<file path="src/rtl/fetch_stall_unit.sv">
// Fetch stage plus IF/ID pipeline register.
// Owns the PC, reacts to the hazard unit's active-low sendNOP (freeze and
// bubble), branch redirect/flush and HALT, and counts stall cycles.
module fetch_stall_unit #(
    parameter logic [15:0] RESET_PC = 16'h0000,
    parameter logic [15:0] NOP_INST = 16'h0800,
    parameter int          CNT_W    = 16
) (
    input  logic             clk,
    input  logic             rst_n,
    input  logic             sendNOP,
    input  logic             branch_taken,
    input  logic [15:0]      branch_target,
    input  logic [15:0]      imem_inst,
    output logic [15:0]      imem_addr,
    output logic [15:0]      ifid_inst,
    output logic [15:0]      ifid_pc2,
    output logic [15:0]      dec_inst,
    output logic             dec_nop_n,
    output logic             halted,
    output logic             align_err,
    output logic [CNT_W-1:0] stall_cnt
);

    logic [15:0]      pc_q, pc_d;
    logic [15:0]      ifid_inst_q, ifid_inst_d;
    logic [15:0]      ifid_pc2_q, ifid_pc2_d;
    logic             ifid_nop_n_q, ifid_nop_n_d;
    logic             halted_q, halted_d;
    logic             align_err_q, align_err_d;
    logic [CNT_W-1:0] stall_cnt_q, stall_cnt_d;

    logic [15:0]      pc_plus2;
    logic             fetched_halt;
    logic             cnt_full;

    assign pc_plus2     = pc_q + 16'd2;
    assign fetched_halt = (imem_inst[15:11] == 5'b00000);
    assign cnt_full     = (stall_cnt_q == {CNT_W{1'b1}});

    // Next-state selection: flush > stall > halt > normal fetch.
    always_comb begin
        pc_d         = pc_q;
        ifid_inst_d  = ifid_inst_q;
        ifid_pc2_d   = ifid_pc2_q;
        ifid_nop_n_d = ifid_nop_n_q;
        halted_d     = halted_q;
        align_err_d  = 1'b0;
        stall_cnt_d  = stall_cnt_q;

        if (branch_taken) begin
            // Redirect: the low bit is dropped and reported as misalignment.
            pc_d         = {branch_target[15:1], 1'b0};
            ifid_inst_d  = NOP_INST;
            ifid_nop_n_d = 1'b0;
            halted_d     = 1'b0;
            align_err_d  = branch_target[0];
        end else if (!sendNOP) begin
            // Freeze PC and IF/ID; only the debug counter moves.
            if (!cnt_full) begin
                stall_cnt_d = stall_cnt_q + CNT_W'(1);
            end
        end else if (halted_q) begin
            ifid_inst_d  = NOP_INST;
            ifid_nop_n_d = 1'b0;
        end else begin
            ifid_inst_d  = imem_inst;
            ifid_pc2_d   = pc_plus2;
            ifid_nop_n_d = 1'b1;
            if (fetched_halt) begin
                // HALT itself still goes down the pipe; PC stops on it.
                halted_d = 1'b1;
            end else begin
                pc_d = pc_plus2;
            end
        end
    end

    // State register with synchronous active-low reset.
    always_ff @(posedge clk) begin
        if (!rst_n) begin
            pc_q         <= RESET_PC;
            ifid_inst_q  <= NOP_INST;
            ifid_pc2_q   <= 16'h0000;
            ifid_nop_n_q <= 1'b0;
            halted_q     <= 1'b0;
            align_err_q  <= 1'b0;
            stall_cnt_q  <= '0;
        end else begin
            pc_q         <= pc_d;
            ifid_inst_q  <= ifid_inst_d;
            ifid_pc2_q   <= ifid_pc2_d;
            ifid_nop_n_q <= ifid_nop_n_d;
            halted_q     <= halted_d;
            align_err_q  <= align_err_d;
            stall_cnt_q  <= stall_cnt_d;
        end
    end

    assign imem_addr = pc_q;
    assign ifid_inst = ifid_inst_q;
    assign ifid_pc2  = ifid_pc2_q;
    assign halted    = halted_q;
    assign align_err = align_err_q;
    assign stall_cnt = stall_cnt_q;

    // A stall turns the decode-side instruction into a bubble immediately.
    assign dec_inst  = sendNOP ? ifid_inst_q : NOP_INST;
    assign dec_nop_n = ifid_nop_n_q & sendNOP;

endmodule

</file>
<file path="config.mk">
export PLATFORM = sky130hd
export DESIGN_NAME = fetch_stall_unit
export DESIGN_NICKNAME = d
export VERILOG_FILES = /design/src/rtl/fetch_stall_unit.sv
export SDC_FILE = /design/constraint.sdc
export NUM_CORES = 1
export LEC_CHECK = 0
export BUFFER_PORTS_ARGS = -buffer_cell sky130_fd_sc_hd__buf_4
export CAP_MARGIN = 20
export CORE_MARGIN = 2
export CORE_UTILIZATION = 25
export DETAILED_ROUTE_END_ITERATION = 10
export PLACE_DENSITY_LB_ADDON = 0.25
export SLEW_MARGIN = 30
export SYNTH_ARGS = -nofsm -noshare
export SYNTH_HDL_FRONTEND = slang
export SYNTH_SLANG_ARGS = --single-unit
</file>
<file path="constraint.sdc">
create_clock -name clk -period 1.5 [get_ports clk]
set_input_delay 0.15 -clock clk [delete_from_list [all_inputs] [get_ports clk]]
set_output_delay 0.15 -clock clk [all_outputs]
set_load 0.02 [all_outputs]
</file>
==> results.cfg, run 1 <==
[setup_path]
critical-path-top-delay-family = simple AND/OR/NAND/NOR gates
cp.arrival_ps = 1740
crit_path_end = ifid_pc2[14]$_SDFFE_PN0P_
path_max_fanout = 4
worst-setup-path-type = reg2reg
r2r-end = ifid_pc2[14]$_SDFFE_PN0P_
cpPeakStageDelay_ps = 360
startpoint = imem_addr[4]$_SDFFE_PN0P_
crit_chain = nand4_4 -> or2_4 -> or3_4 -> xor2_2 -> a21oi_2
worstSetupStartpointType = flop
r2r_setup_slack_ps = 30
r2r-start = imem_addr[4]$_SDFFE_PN0P_
cp.buffers_inverters = 0
slowest_stage = dfxtp_4
endpoint_kind = flop
crit_required_ps = 1760
r2r_cells = 5
cp_num_cells = 5

[die]
core_area_sq_um = 11960
io_pins = 119
num_rows = 40
start_util = 0.2552
die_w_um = 114.5
die_area_sq_um = 13110
dieHeight_um = 114.5

[sta]
rsz0062_at_grt = yes
setup_violations = 0
post-route-min-period_ps = 1472
fmaxAchievable_mhz = 679.3
period_share = 0.9815
skew_ps = 3.613
drv_slew = 0
setup_ws_ps = 27.79
final_hold_viol_count = 0

[place]
place_congestion = 0.8214
post-place-ws_ps = -272.0
dp_hpwl_mm = 7.029
io_buffers = 116
place_area_sq_um = 4537

[pwr]
power_mw = 4.582
irDropWorstVdd_uv = 364.4
p_leak_nw = 2.125
power.internal_mw = 3.369
powerDensity_nw_per_um2 = 929.0
combinationalPowerShare = 0.163
power.share.clock = 0.424
seq_power_share = 0.413
p_sw_mw = 1.213
swShare = 0.2648

[logic_synthesis]
yosysWarningCount = 0
syn_area_sq_um = 3053
synth_edf_count = 0
synth_top_area_cell = dfxtp_1
synth_area_per_cell_sq_um = 8.434
ys.flop_type = dfxtp_1
netlist.area_leader.share = 0.4262
synth-seq-area-share = 0.4262
synthTopCellsByArea = dfxtp_1, a21oi_1, nor2_1, xor2_1, xnor2_1
synthArstFlopShare = 0
yosysUniqueCellTypes = 49
ys_ff_latch = 65
syn_inst = 362

[clock_network]
cts_root_buffer = clkbuf_16
ctsHoldBuffers = 0
cts_tree = yes
htree_levels = 3
cts_buffer_depth = 2
numCtsBuffers = 9
cts_sinks = 65
path_clk_slew_ps = 50
clk_latency_ps = 330

[global_routing]
grt_pass1_vias = 2938
grt_overflow = 0
antenna_found_initial = 0
grt_start_max_net_pins = 35
grt_first_pass_wirelength_mm = 14.74
gr-usage-all-layers = 0.1434

[finish]
area_growth_pct = 61.56
nFillCells = 1190
antenna_cells = 0
postLayoutCellArea_sq_um = 4932
drive_gt1_frac = 0.4518
fin_nets = 562

[detailed_routing]
antenna_left = 0
drt-total-wl_mm = 9.594
drt_iter0_drc = 131
drt_pass1_iterations = 5
via_per_inst = 4.645
drt-wirelength-per-cell_um = 14.19
num_vias = 3140
drc_errors = 0

[flow_run]
maxCapViolations = 0

[min_path]
hold_class = in2reg

[status]
status = completed
cell usage after synthesis, types with 2 or more instances:
| cell | number |
|---|---|
| and3_1 | 9 |
| and2_1 | 16 |
| xor2_1 | 17 |
| o21ai_1 | 2 |
| o21a_1 | 2 |
| inv_1 | 3 |
| and4_1 | 4 |
| a211oi_1 | 8 |
| or3_1 | 2 |
| o211ai_1 | 5 |
| nand4_1 | 5 |
| nor2_1 | 44 |
| o21ai_0 | 21 |
| nand2b_1 | 4 |
| clkbuf_1 | 13 |
| o22ai_1 | 4 |
| nand3_1 | 12 |
| nor2b_1 | 16 |
| dfxtp_1 | 65 |
| nand2_1 | 18 |
| nor4_2 | 2 |
| o311ai_0 | 2 |
| clkinv_1 | 2 |
| buf_2 | 7 |
| ha_1 | 2 |
| xnor2_1 | 14 |
| nor3b_1 | 2 |
| a31oi_1 | 3 |
| a21oi_1 | 33 |
| nor3_1 | 3 |
| buf_4 | 4 |
power groups by stage:
| stage | logic (mW) | registers (mW) | clock network, mW |
|---|---|---|---|
| finish | 0.749 | 1.89 | 1.94 |
| global route | 0.811 | 1.90 | 2.07 |
| CTS | 0.747 | 1.89 | 2.02 |
| detailed placement | 0.744 | 1.92 | 0 |
| global placement | 0.737 | 1.92 | 0 |
| floorplan | 0.272 | 2.03 | 0 |
routing by layer:
metal,wire (um),part of all wire,vias up,GRT usage
met1,4369,0.46,1472,0.1836
met3,511,0.053,11,0.03494
met4,145,0.015,0,0.05935
met5,0,0,-,0
li1,-,-,1575,-
met2,4568,0.48,82,0.2304
state kept, by name, indices dropped and copies added (netlist names):
register      flops
stall_cnt        16
ifid_pc2         15
imem_addr        15
align_err         1
ifid_nop_n_q      1
ifid_inst        16
halted            1
worst reg2reg max path: stages (launching register included):
cell and delay [ps]:
dfxtp_4 360, nand4_4 140, or2_4 300, or3_4 340
xor2_2 150, a21oi_2 120
placed cells by master, fill, tap and decap left out, drive strengths merged, types with 4 or more instances in the layout:
master	instances
nand2	20
xor2	17
buf	175
nand4	6
and3	9
o21ai	23
dfxtp	65
a211oi	8
clkbuf	13
a21oi	34
nor2b	16
nor2	44
nand3	13
clkinv	5
nand2b	4
and4	4
and2	16
xnor2	14
o22ai	4
o211ai	5
metrics by stage:
stage	utilization	std cells	TNS [ps]	hold slack (ps)
after floorplan	-	363	-23.11	287.7
after detailed placement	0.3793	659	-2476	383.6
after global placement	0.3793	659	-2009	375.2
after global routing	0.4123	676	-116.2	41.91
final	0.4123	676	0	42.35
after CTS	0.4047	675	0	25.79
how the worst min path moves through the flow:
stage	startpoint	slack [ps]	cells after the start	to
after floorplan	branch_target[1]	290	2	imem_addr[1]$_SDFFE_PN0P_
after global placement	imem_inst[8]	380	3	ifid_inst[8]$_SDFFE_PP0P_
after detailed placement	imem_inst[7]	380	3	ifid_inst[7]$_SDFFE_PP0P_
after CTS	imem_inst[8]	30	3	ifid_inst[8]$_SDFFE_PP0P_
after global routing	imem_inst[8]	40	3	ifid_inst[8]$_SDFFE_PP0P_
final	imem_inst[8]	40	3	ifid_inst[8]$_SDFFE_PP0P_
cell type report:
type	count	area, sq um	share of cell area
multi-input combinational	268	1768	0.3584
sequential	65	1353	0.2742
timing repair buffer	175	1334	0.2704
clock buffer	13	260.3	0.05277
tap	147	183.9	0.03729
inverter	5	18.77	0.003805
clock inverter	3	15.01	0.003044
logic make-up (layout without fill, tap and decap cells):
group           after synthesis  after routing  synth area share
mux                           1              1          0.003279
flops                        65             65            0.4262
buf+inv                      30            196           0.04713
other cells                   1              2          0.001228
simple gates                146            146            0.2586
xor+xnor                     31             31           0.08893
fa+ha+maj                     2              2          0.008195
compound gates               86             86            0.1664
timing repair:
action / 4_1_cts / 5_1_grt
pin swaps: 2 / 19
setup endpoints to repair: 13 / 21
resized for setup: 6 / 22
buffers inserted: 0 / 1
(Power assumes the default switching activity.)
==> run 2: changes to the inputs <==
--- a/config.mk
+++ b/config.mk
@@ -10,7 +10,9 @@
 export CORE_MARGIN = 2
 export CORE_UTILIZATION = 25
 export DETAILED_ROUTE_END_ITERATION = 10
+export MAX_ROUTING_LAYER = met4
 export PLACE_DENSITY_LB_ADDON = 0.25
+export REMOVE_ABC_BUFFERS = 1
 export SLEW_MARGIN = 30
 export SYNTH_ARGS = -nofsm -noshare
 export SYNTH_HDL_FRONTEND = slang
==> results.cfg, run 2 (synthesis results as in run 1) <==
[detailed_routing]
via_per_inst = 4.619
drt_pass1_iterations = 4
drt_iter0_drc = 126
num_vias = 3141
antenna_left = 0
drc_errors = 0
drt-wirelength-per-cell_um = 13.95
drt-total-wl_mm = 9.484

[pwr]
p_leak_nw = 2.160
power_mw = 4.971
irDropWorstVdd_uv = 436.2
powerDensity_nw_per_um2 = 998.9

[setup_path]
endpoint_kind = flop
path_max_fanout = 4
cp.arrival_ps = 1730
crit_required_ps = 1770
r2r_cells = 5
slowest_stage = dfxtp_2
worst-setup-path-type = reg2reg
worstSetupStartpointType = flop
cpPeakStageDelay_ps = 350
r2r-start = imem_addr[6]$_SDFFE_PN0P_
crit_chain = nand4_4 -> or2_4 -> or3_4 -> xor2_2 -> a21oi_2
startpoint = imem_addr[6]$_SDFFE_PN0P_

[sta]
fin_setup_tns_ps = 0
final_hold_viol_count = 0
setup_violations = 0
skew_ps = 7.407
holdWs_ps = 45.76
fmaxAchievable_mhz = 683.8
setup_ws_ps = 37.64
drv_slew = 0
period_share = 0.9749
rsz0062_at_grt = yes
post-route-min-period_ps = 1462

[finish]
postLayoutCellArea_sq_um = 4976
final_cell_mix = buf_4, dfxtp_1, nor2_1
antenna_cells = 0
post-route-util = 0.4160
area_growth_pct = 62.99
fin_nets = 566
drive_gt1_frac = 0.4578
layout_commonest_cell = buf_4
fin_cells = 680

[die]
io_pins = 119
core_area_sq_um = 11960
die_w_um = 114.5
num_rows = 40
die_area_sq_um = 13110
dieHeight_um = 114.5
start_util = 0.2552

[min_path]
min_path_cells = 3
hold_class = in2reg
worstHoldStart = imem_inst[1]

[place]
post-place-ws_ps = -167.7
numPlacedInstances = 659
place_congestion = 0.7914
dp_hpwl_mm = 7.011
place_area_sq_um = 4449
io_buffers = 116

[clock_network]
numCtsBuffers = 9
cts_tree = yes
clk_latency_ps = 330
htree_levels = 3
ctsHoldBuffers = 0
cts_root_buffer = clkbuf_16
cts_sinks = 65
cts_buffer_depth = 2
path_clk_slew_ps = 60

[global_routing]
antenna_found_initial = 0
grt_first_pass_wirelength_mm = 15.02
grt_overflow = 0
gr-usage-all-layers = 0.1502
grt_pass1_vias = 2982
grt_start_max_net_pins = 31

[flow_run]
maxCapViolations = 0

[status]
status = completed
==> run 2: changes by cell type in the layout (fill, tap and decap cells not counted), sizes merged <==
cell / change
bufinv: +2
clkbuf: -1
clkinvlp: +2
buf: +4
clkinv: -3
==> run 2: power by group <==
part / switching, mW / leakage (nW) / total (mW) / internal (mW)
combinational: 0.398 / 1.47 / 0.766 / 0.368
sequential: 0.0688 / 0.537 / 1.89 / 1.82
clock: 0.770 / 0.155 / 2.32 / 1.55
total: 1.24 / 2.16 / 4.97 / 3.73
==> run 2: repair_timing <==
item,4_1_cts,5_1_grt
endpoints found under the setup margin,13,25
buffers inserted,2,3
pin swaps,2,21
gates resized for setup,18,33
==> run 2: per-layer routing <==
layer	global-route usage	vias to the layer above	part of all wire
met5	-	-	0
met4	0.04390	0	0.0085
met3	0.04076	10	0.068
met2	0.2292	99	0.47
met1	0.1948	1450	0.46
li1	-	1582	-
==> run 2: area by class of cell <==
cell class	instances	area, sq um
timing repair buffer	179	1380
tap	147	183.9
fill	1207	6985
clock inverter	4	75.07
clock buffer	12	256.5
inverter	5	18.77
multi-input combinational	268	1742
sequential	65	1320
==> run 2: worst max-delay path, delay by kind of cell, from the launching register on <==
family | cells | cell delay (ps)
xor+xnor | 1 | 150
simple gates | 3 | 790
compound gates | 1 | 110
flops | 1 | 350
==> run 2: final timing paths <==
check	end	slack, ps
setup / recovery	ifid_pc2[14]$_SDFFE_PN0P_	40
hold / removal	ifid_inst[1]$_SDFFE_PP0P_	50
setup reg to reg	ifid_pc2[14]$_SDFFE_PN0P_	40
hold reg to reg	ifid_nop_n_q$_SDFFE_PP0P_	480
==> run 3: changes to the inputs <==
--- a/config.mk
+++ b/config.mk
@@ -7,7 +7,7 @@
 export LEC_CHECK = 0
 export BUFFER_PORTS_ARGS = -buffer_cell sky130_fd_sc_hd__buf_4
 export CAP_MARGIN = 20
-export CORE_MARGIN = 2
+export CORE_MARGIN = 4
 export CORE_UTILIZATION = 25
 export DETAILED_ROUTE_END_ITERATION = 10
 export MAX_ROUTING_LAYER = met4
==> results.cfg, run 3 (synthesis results as in run 1) <==
[status]
status = completed

[die]
die_area_sq_um = 14040
die_w_um = 118.5
core_area_sq_um = 11960
num_rows = 40
start_util = 0.2552
io_pins = 119
dieHeight_um = 118.5

[sta]
skew_ps = 7.164
period_share = 0.9813
rsz0062_at_grt = yes
post-route-min-period_ps = 1472
setup_violations = 0
fin_setup_tns_ps = 0
fmaxAchievable_mhz = 679.4
final_hold_viol_count = 0
setup_ws_ps = 28.06
drv_slew = 0

[global_routing]
antenna_found_initial = 0
grt_overflow = 0
grt_first_pass_wirelength_mm = 15.66
grt_pass1_vias = 3083
gr-usage-all-layers = 0.1414
grt_start_max_net_pins = 33

[setup_path]
r2r-start = imem_addr[2]$_SDFFE_PN0P_
worstSetupStartpointType = flop
path_max_fanout = 3
crit_required_ps = 1720
r2r-end = ifid_pc2[14]$_SDFFE_PN0P_
endpoint_kind = flop
worst-setup-path-type = reg2reg
cp.arrival_ps = 1690
r2r_cells = 6
r2r_setup_slack_ps = 30

[clock_network]
cts_sinks = 65
path_clk_slew_ps = 60
numCtsBuffers = 9
clk_latency_ps = 330
cts_buffer_depth = 2
cts_root_buffer = clkbuf_16
htree_levels = 3
cts_tree = yes

[detailed_routing]
drt-total-wl_mm = 9.907
drt_iter0_drc = 114
drc_errors = 0
antenna_left = 0
drt-wirelength-per-cell_um = 14.59
num_vias = 3204
drt_pass1_iterations = 4
via_per_inst = 4.719

[min_path]
min_to = ifid_inst[7]$_SDFFE_PP0P_
hold_class = in2reg
min_path_cells = 3
worstHoldStart = imem_inst[7]

[finish]
fin_nets = 567
multiInputGateArea_sq_um = 1774
layout_commonest_cell = buf_4
antenna_cells = 0
post-route-util = 0.4189
nFillCells = 1207
seq_area_sq_um = 1325
drive_gt1_frac = 0.4605
final_cell_mix = buf_4, dfxtp_1, nor2_1
area_growth_pct = 64.14
fin_cells = 679

[place]
place_congestion = 0.7654
post-place-ws_ps = -223.4
io_buffers = 116
numPlacedInstances = 660
dp_hpwl_mm = 7.163

[pwr]
powerDensity_nw_per_um2 = 940.7
irDropWorstVdd_uv = 402.9
p_leak_nw = 2.178

[flow_run]
maxCapViolations = 0
[run 3: cell count changes in the layout (fill, tap and decap cells not counted), moves of 2 or more]
cell        previous run  this run
dfxtp_4                0         2
buf_6                  3         5
clkinvlp_4             2         0
buf_4                174       171
nor2_2                 4         2
clkinv_2               0         3
dfxtp_2               15        13
[run 3: timing repair]
item / CTS / global route
hold buffers: 0 / 0
setup buffers: 0 / 4
setup endpoints to repair: 14 / 26
resized for setup: 12 / 49
pin swaps: 3 / 19
cloned: 0 / 1
[run 3: worst max-delay path, cell delays in order, from the launching register on]
cell and delay, ps:
dfxtp_4 360, buf_6 100, nand3_4 70, or2_4 250, or3_1 360, xor2_1 160
a21oi_2 60
[run 3: area by class of cell]
cell class / instances / area share
inverters: 5 / 0.003745
clock buffers: 10 / 0.04769
well taps: 147 / 0.03670
flip-flops and latches: 65 / 0.2644
multi-input cells: 268 / 0.3541
clock inverters: 4 / 0.008989
repair buffers: 180 / 0.2844
[run 3: where the power goes]
part	internal [mW]	switching [mW]
clock network	1.30	0.728
logic	0.381	0.411
registers	1.82	0.0715
total	3.50	1.21
[run 3: worst max-delay path by stage]
| stage | end | slack, ps | start | depth (start not counted) |
|---|---|---|---|---|
| after detailed placement | imem_addr[15]$_SDFFE_PN0P_ | -220 | imem_inst[13] | 6 |
| after global placement | imem_addr[15]$_SDFFE_PN0P_ | -200 | imem_inst[13] | 6 |
| after floorplan | ifid_pc2[2]$_SDFFE_PN0P_ | -430 | halted$_SDFFE_PP0P_ | 4 |
| after global routing | imem_addr[13]$_SDFFE_PN0P_ | -60 | imem_addr[9]$_SDFFE_PN0P_ | 6 |
| final | ifid_pc2[14]$_SDFFE_PN0P_ | 30 | imem_addr[2]$_SDFFE_PN0P_ | 6 |
| after CTS | stall_cnt[5]$_SDFFE_PN0P_ | -30 | stall_cnt[0]$_SDFFE_PN0P_ | 6 |
[run 3: per-layer routing]
layer | global-route usage | share of wire
met2 | 0.2097 | 0.45
met3 | 0.04115 | 0.071
met1 | 0.1796 | 0.46
met4 | 0.06010 | 0.023
met5 | - | 0
[run 3: stage by stage]
stage,instance area [sq um],power [mW],hold slack (ps)
6_report,5011,4.714,51.40
3_3_place_gp,4469,2.671,372.6
4_1_cts,4803,4.753,40.17
5_1_grt,5011,4.942,51.13
2_1_floorplan,2932,2.252,280.3
3_5_place_dp,4469,2.678,382.0
